[src/rtl/bitslip_align_pkg.sv]
// bitslip_align shared definitions: lane FSM state encoding, counter width, saturating increment.
// Latency: n/a (types and functions only).
// Backpressure: n/a.
package bitslip_align_pkg;

  // Lane FSM state encoding (2 bits)
  typedef enum logic [1:0] {
    ST_HUNT = 2'd0,
    ST_HOLD = 2'd1,
    ST_LOCK = 2'd2,
    ST_FAIL = 2'd3
  } lane_state_t;

  // Width of the match / miss / slip counters; thresholds are limited to 1..255
  localparam int CNTW = 8;

  // Counters stick at all-ones instead of wrapping back to zero
  function automatic logic [CNTW-1:0] sat_inc(input logic [CNTW-1:0] v);
    return (v == {CNTW{1'b1}}) ? v : v + 1'b1;
  endfunction

endpackage

[src/rtl/bitslip_align_lane.sv]
// One lane of the frame aligner: compare word with FRAME, pulse BS, track lock/unlock/fail.
// Latency: all outputs registered, 1 CLK after the sampled DATA word.
// Backpressure: none; BSENB gates BS generation, RESTART clears the lane synchronously.
module bitslip_align_lane
  import bitslip_align_pkg::*;
#(
  parameter int               WIDTH     = 6,
  parameter logic [WIDTH-1:0] FRAME     = 6'b111000,
  parameter int               HOLDOFF   = 15,
  parameter int               LOCKCNT   = 8,
  parameter int               UNLOCKCNT = 4,
  parameter int               MAXSLIP   = 12
) (
  input  logic             CLK,
  input  logic             RST,
  input  logic [WIDTH-1:0] data,
  input  logic             bsenb,
  input  logic             restart,
  output logic             bs,
  output logic             locked,
  output logic             fail
);

  // HOLDOFF must be at least 1; the hold counter counts HOLDOFF down to 1
  localparam int HOLDW = (HOLDOFF < 1) ? 1 : $clog2(HOLDOFF + 1);

  localparam logic [CNTW-1:0]  LOCK_N   = CNTW'(LOCKCNT);
  localparam logic [CNTW-1:0]  UNLOCK_N = CNTW'(UNLOCKCNT);
  localparam logic [CNTW-1:0]  SLIP_N   = CNTW'(MAXSLIP);
  localparam logic [HOLDW-1:0] HOLD_N   = HOLDW'(HOLDOFF);
  localparam logic [HOLDW-1:0] HOLD_ONE = HOLDW'(1);

  lane_state_t      st;
  logic [CNTW-1:0]  match_cnt;
  logic [CNTW-1:0]  miss_cnt;
  logic [CNTW-1:0]  slip_cnt;
  logic [HOLDW-1:0] hold_cnt;

  logic            hit;
  logic [CNTW-1:0] match_nxt;
  logic [CNTW-1:0] miss_nxt;
  logic [CNTW-1:0] slip_nxt;

  assign hit       = (data == FRAME);
  assign match_nxt = sat_inc(match_cnt);
  assign miss_nxt  = sat_inc(miss_cnt);
  assign slip_nxt  = sat_inc(slip_cnt);

  // Lane FSM with registered BS/LOCKED/FAIL; RST beats RESTART beats normal operation
  always_ff @(posedge CLK or posedge RST) begin
    if (RST) begin
      st        <= ST_HUNT;
      match_cnt <= '0;
      miss_cnt  <= '0;
      slip_cnt  <= '0;
      hold_cnt  <= '0;
      bs        <= 1'b0;
      locked    <= 1'b0;
      fail      <= 1'b0;
    end else if (restart) begin
      st        <= ST_HUNT;
      match_cnt <= '0;
      miss_cnt  <= '0;
      slip_cnt  <= '0;
      hold_cnt  <= '0;
      bs        <= 1'b0;
      locked    <= 1'b0;
      fail      <= 1'b0;
    end else begin
      bs <= 1'b0;
      case (st)
        ST_HUNT: begin
          if (hit) begin
            match_cnt <= match_nxt;
            if (match_nxt >= LOCK_N) begin
              st       <= ST_LOCK;
              locked   <= 1'b1;
              miss_cnt <= '0;
            end
          end else begin
            match_cnt <= '0;
            if (bsenb) begin
              // The pulse that exhausts the slip budget is still issued
              bs       <= 1'b1;
              slip_cnt <= slip_nxt;
              if (slip_nxt >= SLIP_N) begin
                st   <= ST_FAIL;
                fail <= 1'b1;
              end else begin
                st       <= ST_HOLD;
                hold_cnt <= HOLD_N;
              end
            end
          end
        end
        ST_HOLD: begin
          // DATA is ignored while the ISERDES settles after a slip
          hold_cnt <= hold_cnt - 1'b1;
          if (hold_cnt == HOLD_ONE) begin
            st <= ST_HUNT;
          end
        end
        ST_LOCK: begin
          if (hit) begin
            miss_cnt <= '0;
          end else begin
            miss_cnt <= miss_nxt;
            if (miss_nxt >= UNLOCK_N) begin
              st        <= ST_HUNT;
              locked    <= 1'b0;
              match_cnt <= '0;
              slip_cnt  <= '0;
              miss_cnt  <= '0;
            end
          end
        end
        ST_FAIL: begin
          fail   <= 1'b1;
          locked <= 1'b0;
        end
        default: begin
          st <= ST_HUNT;
        end
      endcase
    end
  end

endmodule

[src/rtl/bitslip_align.sv]
// Multi-lane ADC frame aligner: NLANES independent bitslip lanes plus a registered all-locked flag.
// Latency: BS/LOCKED/FAIL 1 CLK after the sampled word; ALLLOCK 1 CLK after LOCKED.
// Backpressure: none; BSENB gates bitslip generation on every lane, RESTART re-hunts all lanes.
module bitslip_align
  import bitslip_align_pkg::*;
#(
  parameter int               NLANES    = 2,
  parameter int               WIDTH     = 6,
  parameter logic [WIDTH-1:0] FRAME     = 6'b111000,
  parameter int               HOLDOFF   = 15,
  parameter int               LOCKCNT   = 8,
  parameter int               UNLOCKCNT = 4,
  parameter int               MAXSLIP   = 12
) (
  input  logic                    CLK,
  input  logic                    RST,
  input  logic [NLANES*WIDTH-1:0] DATA,
  input  logic                    BSENB,
  input  logic                    RESTART,
  output logic [NLANES-1:0]       BS,
  output logic [NLANES-1:0]       LOCKED,
  output logic [NLANES-1:0]       FAIL,
  output logic                    ALLLOCK
);

  for (genvar i = 0; i < NLANES; i++) begin : g_lane
    bitslip_align_lane #(
      .WIDTH     (WIDTH),
      .FRAME     (FRAME),
      .HOLDOFF   (HOLDOFF),
      .LOCKCNT   (LOCKCNT),
      .UNLOCKCNT (UNLOCKCNT),
      .MAXSLIP   (MAXSLIP)
    ) u_lane (
      .CLK     (CLK),
      .RST     (RST),
      .data    (DATA[i*WIDTH +: WIDTH]),
      .bsenb   (BSENB),
      .restart (RESTART),
      .bs      (BS[i]),
      .locked  (LOCKED[i]),
      .fail    (FAIL[i])
    );
  end

  // Registered AND of all lane lock flags
  always_ff @(posedge CLK or posedge RST) begin
    if (RST) begin
      ALLLOCK <= 1'b0;
    end else begin
      ALLLOCK <= &LOCKED;
    end
  end

endmodule

[config.mk]
export PLATFORM = sky130hd
export DESIGN_NAME = bitslip_align
export DESIGN_NICKNAME = d
export VERILOG_FILES = /design/src/rtl/bitslip_align_pkg.sv /design/src/rtl/bitslip_align_lane.sv /design/src/rtl/bitslip_align.sv
export SDC_FILE = /design/constraint.sdc
export NUM_CORES = 1
export LEC_CHECK = 0
export CORE_MARGIN = 5
export CORE_UTILIZATION = 25
export DETAILED_ROUTE_END_ITERATION = 8
export PLACE_DENSITY = 0.4
export SLEW_MARGIN = 20
export SYNTH_ARGS = -nofsm -noshare
export SYNTH_HDL_FRONTEND = slang
export SYNTH_SLANG_ARGS = --single-unit
[constraint.sdc]
create_clock -name CLK -period 5.2 [get_ports CLK]
set_clock_uncertainty 0.1 [all_clocks]
set_input_delay 0.52 -clock CLK [delete_from_list [all_inputs] [get_ports CLK]]
set_output_delay 0.52 -clock CLK [all_outputs]
set_load 0.01 [all_outputs]
==> flow_summary.toml <==
[routing]
vias_per_cell = 4.804
wl_per_cell_um = 13.69
drt_pass1_iterations = 4
drt_iter0_markers = 274
drc = 0
ant_nets = 0
wirelength_um = 9431
vias = 3310

[cells_and_area]
drive_gt1_share_pct = 8.457
areaGrowthSynthToFinish_pct = 17.12
nets = 502
antenna_cells = 0

[worst_setup_path]
cp-end-kind = "flip-flop"
cp_data_arrival_time_ns = 2.70
path_max_fanout = 13
crit_type = "flip-flop to flip-flop"
reg2reg_from = "g_lane[1].u_lane.miss_cnt[0]"
ff2ff_setup_slack_ns = 2.61
start_kind = "flip-flop"
worstReg2RegEnd = "g_lane[1].u_lane.slip_cnt[0]"
worstPathRequired_ns = 5.31
r2r_cells = 7

[hold_path]
hp-class = "flip-flop to flip-flop"
hold_depth = 1
hold_path.startpoint = "g_lane[0].u_lane.miss_cnt[4]"
hold_path_end = "g_lane[0].u_lane.miss_cnt[4]"

[clock_network]
post_cts_resized = 0
cts.sinks = 67
htreeDepth = 3
clkSlewWorstSetupHoldPaths_ns = 0.05
cts.path.max_buffers = 2
root_buffer = "clkbuf_16"
post-cts-setup-buffers = 0
cts_hold_buf = 0
numCtsBuffers = 9
cts_tree = "built"
clk_latency_ns = 0.33

[synth]
synthFlopType = "dfrtp_1"
synth.area.mux_share_pct = 2.547
postSynthCellCount = 453
synth-adder-area-share_pct = 5.523
async_reset_ff_share_pct = 100.0
synth.largest_area_cell = "dfrtp_1"
synth-simple-area-share_pct = 23.26
synth-seq-area-share_pct = 41.12
synth_seq_cells = 67
synth_compound_gate_area_share_pct = 21.33
synthTopCellsByArea = "dfrtp_1 (41%), ha_1 (5.5%), a21oi_1 (4.7%)"
synthXorXnorAreaFrac_pct = 1.289
ys_top_cells_by_count = "dfrtp_1 (67), nor2_1 (44), a21oi_1 (38), nand2_1 (38)"
yosysMostFrequentCell = "dfrtp_1"
ys_types = 62
synth_edf_count = 0
syn-cell-area_sq_um = 4078
synth.top_cell.area_share_pct = 41.12
ys_warn_count = 0
synth_top_family_by_area = "simple AND/OR/NAND/NOR gates"
syn_nets = 487
synth.avg_cell_area_sq_um = 9.001

[floorplan]
die-height_um = 137.7
start_util_pct = 25.58
rows = 46
dieArea_sq_um = 18970
io_pins = 23
dieWidth_um = 137.7
core_sq_um = 15940

[flow_run]
cap_viol_max_count = 0

[grt]
grt_start_max_net_pins = 40
grt_use_total_pct = 10.88
grt.overflow.total = 0
antenna_found_initial = 0
grt_pass1_vias = 3222
grt_pass1_wl_um = 16520

[placed_design]
port_buffers = 22
detailed_place_hpwl_um = 6698
finalWeightedCongestion = 0.7366
dpl_worst_slack_ns = 2.336

[timing]
rsz0062_at_grt = "false"
setup-violations-final = 0
tightest_slew_ns = 0.8352
period_needed_ns = 2.591
slew_viol_final = 0
timing.final.crit_share_pct = 49.83
fmax_mhz = 385.9
worst_slack_ns = 2.609
setup-tns-final_ns = 0
hold_viol = 0
max_slew_margin_pct = 44.32

[power_and_ir_drop]
leakage_nw = 2.027
ir_drop_mv = 0.1683
power_density_nw_per_um2 = 367.0

[status]
outcome = "finished clean"
[logic make-up (layout without fill, tap and decap cells)]
group,Yosys count,in the layout
AOI/OAI and AO/OA,127,127
DFF,67,67
adders and majority gates,18,18
and+or+nand+nor,182,182
muxes,10,10
buffers and inverters,43,63
xor gates and xnor gates,6,6
[per-stage QoR]
stage | instances | hold WS, ns | util (%) | instance area, sq um | power (W)
after floorplan | 453 | 0.3543 | - | 4078 | 0.001013
after global placement | 673 | 0.3698 | 28.03 | 4468 | 0.001131
after detailed placement | 673 | 0.3747 | 28.03 | 4468 | 0.001132
after CTS | 689 | 0.3873 | 29.96 | 4776 | 0.001784
after global routing | 689 | 0.3970 | 29.96 | 4776 | 0.001877
final | 689 | 0.3797 | 29.96 | 4776 | 0.001753
[placed cells by master, fill, tap and decap left out, types with 4 or more instances in the layout]
master           count
a211oi_1             7
a21o_1               7
a21oi_1             38
a21oi_2              4
a31oi_1              6
a41oi_1              8
and2_1              12
and3_1              10
clkbuf_16            9
clkdlybuf4s50_1     22
dfrtp_1             67
ha_1                18
inv_1               22
mux2i_1              7
nand2_1             38
nand2b_1             6
nand3_1             23
nand4_1              7
nor2_1              44
nor2b_1              8
nor3_1              10
nor3b_1              4
o21ai_0             22
o22ai_1              4
o31ai_1              5
or2_2                5
xnor2_1              4
[report_power, final]
part           total [W]  internal (W)  switching (W)
sequential      0.000652      0.000581      0.0000713
clock           0.000631      0.000411       0.000220
combinational   0.000469      0.000186       0.000283
total            0.00175       0.00118       0.000575
[metal layers]
| metal | GRT usage, % | part of all wire [%] |
|---|---|---|
| met1 | 15.21 | 51 |
| met2 | 16.02 | 44 |
| met3 | 2.885 | 2.4 |
| met4 | 4.061 | 1.6 |
| met5 | 0 | 0 |
[state kept, by name (all words and copies together), names as in the netlist, 2 cells and up]
name	flops
g_lane.u_lane.bs	2
g_lane.u_lane.miss_cnt	16
g_lane.u_lane.match_cnt	16
g_lane.u_lane.fail	2
g_lane.u_lane.hold_cnt	8
g_lane.u_lane.locked	2
g_lane.u_lane.st	4
g_lane.u_lane.slip_cnt	16
[layout make-up]
cell class | count | area [sq um]
fillers | 1684 | 11170
inverters | 23 | 86.33
flip-flops and latches | 67 | 1677
repair buffers | 24 | 235.2
well taps | 216 | 270.3
clock buffers | 15 | 277.8
clock inverters | 1 | 30.03
multi-input cells | 343 | 2200
[worst max-delay path, stage by stage, from the launching register on]
cell,delay (ns)
dfrtp_1,0.40
ha_1,0.22
and2_1,0.16
a21oi_1,0.33
o311ai_4,0.19
a21oi_2,0.50
o21ai_0,0.25
mux2_2,0.31
[how the worst max path moves through the flow]
stage / depth (start not counted) / from / to
after floorplan: 1 / RST / ALLLOCK
after global placement: 7 / DATA[3] / g_lane[0].u_lane.slip_cnt[3]
after detailed placement: 7 / RESTART / g_lane[1].u_lane.slip_cnt[0]
after CTS: 7 / g_lane[1].u_lane.miss_cnt[0] / g_lane[1].u_lane.slip_cnt[0]
after global routing: 7 / g_lane[1].u_lane.miss_cnt[0] / g_lane[1].u_lane.slip_cnt[0]
final: 7 / g_lane[1].u_lane.miss_cnt[0] / g_lane[1].u_lane.slip_cnt[0]
No activity file was read; power rests on OpenSTA's default activity.
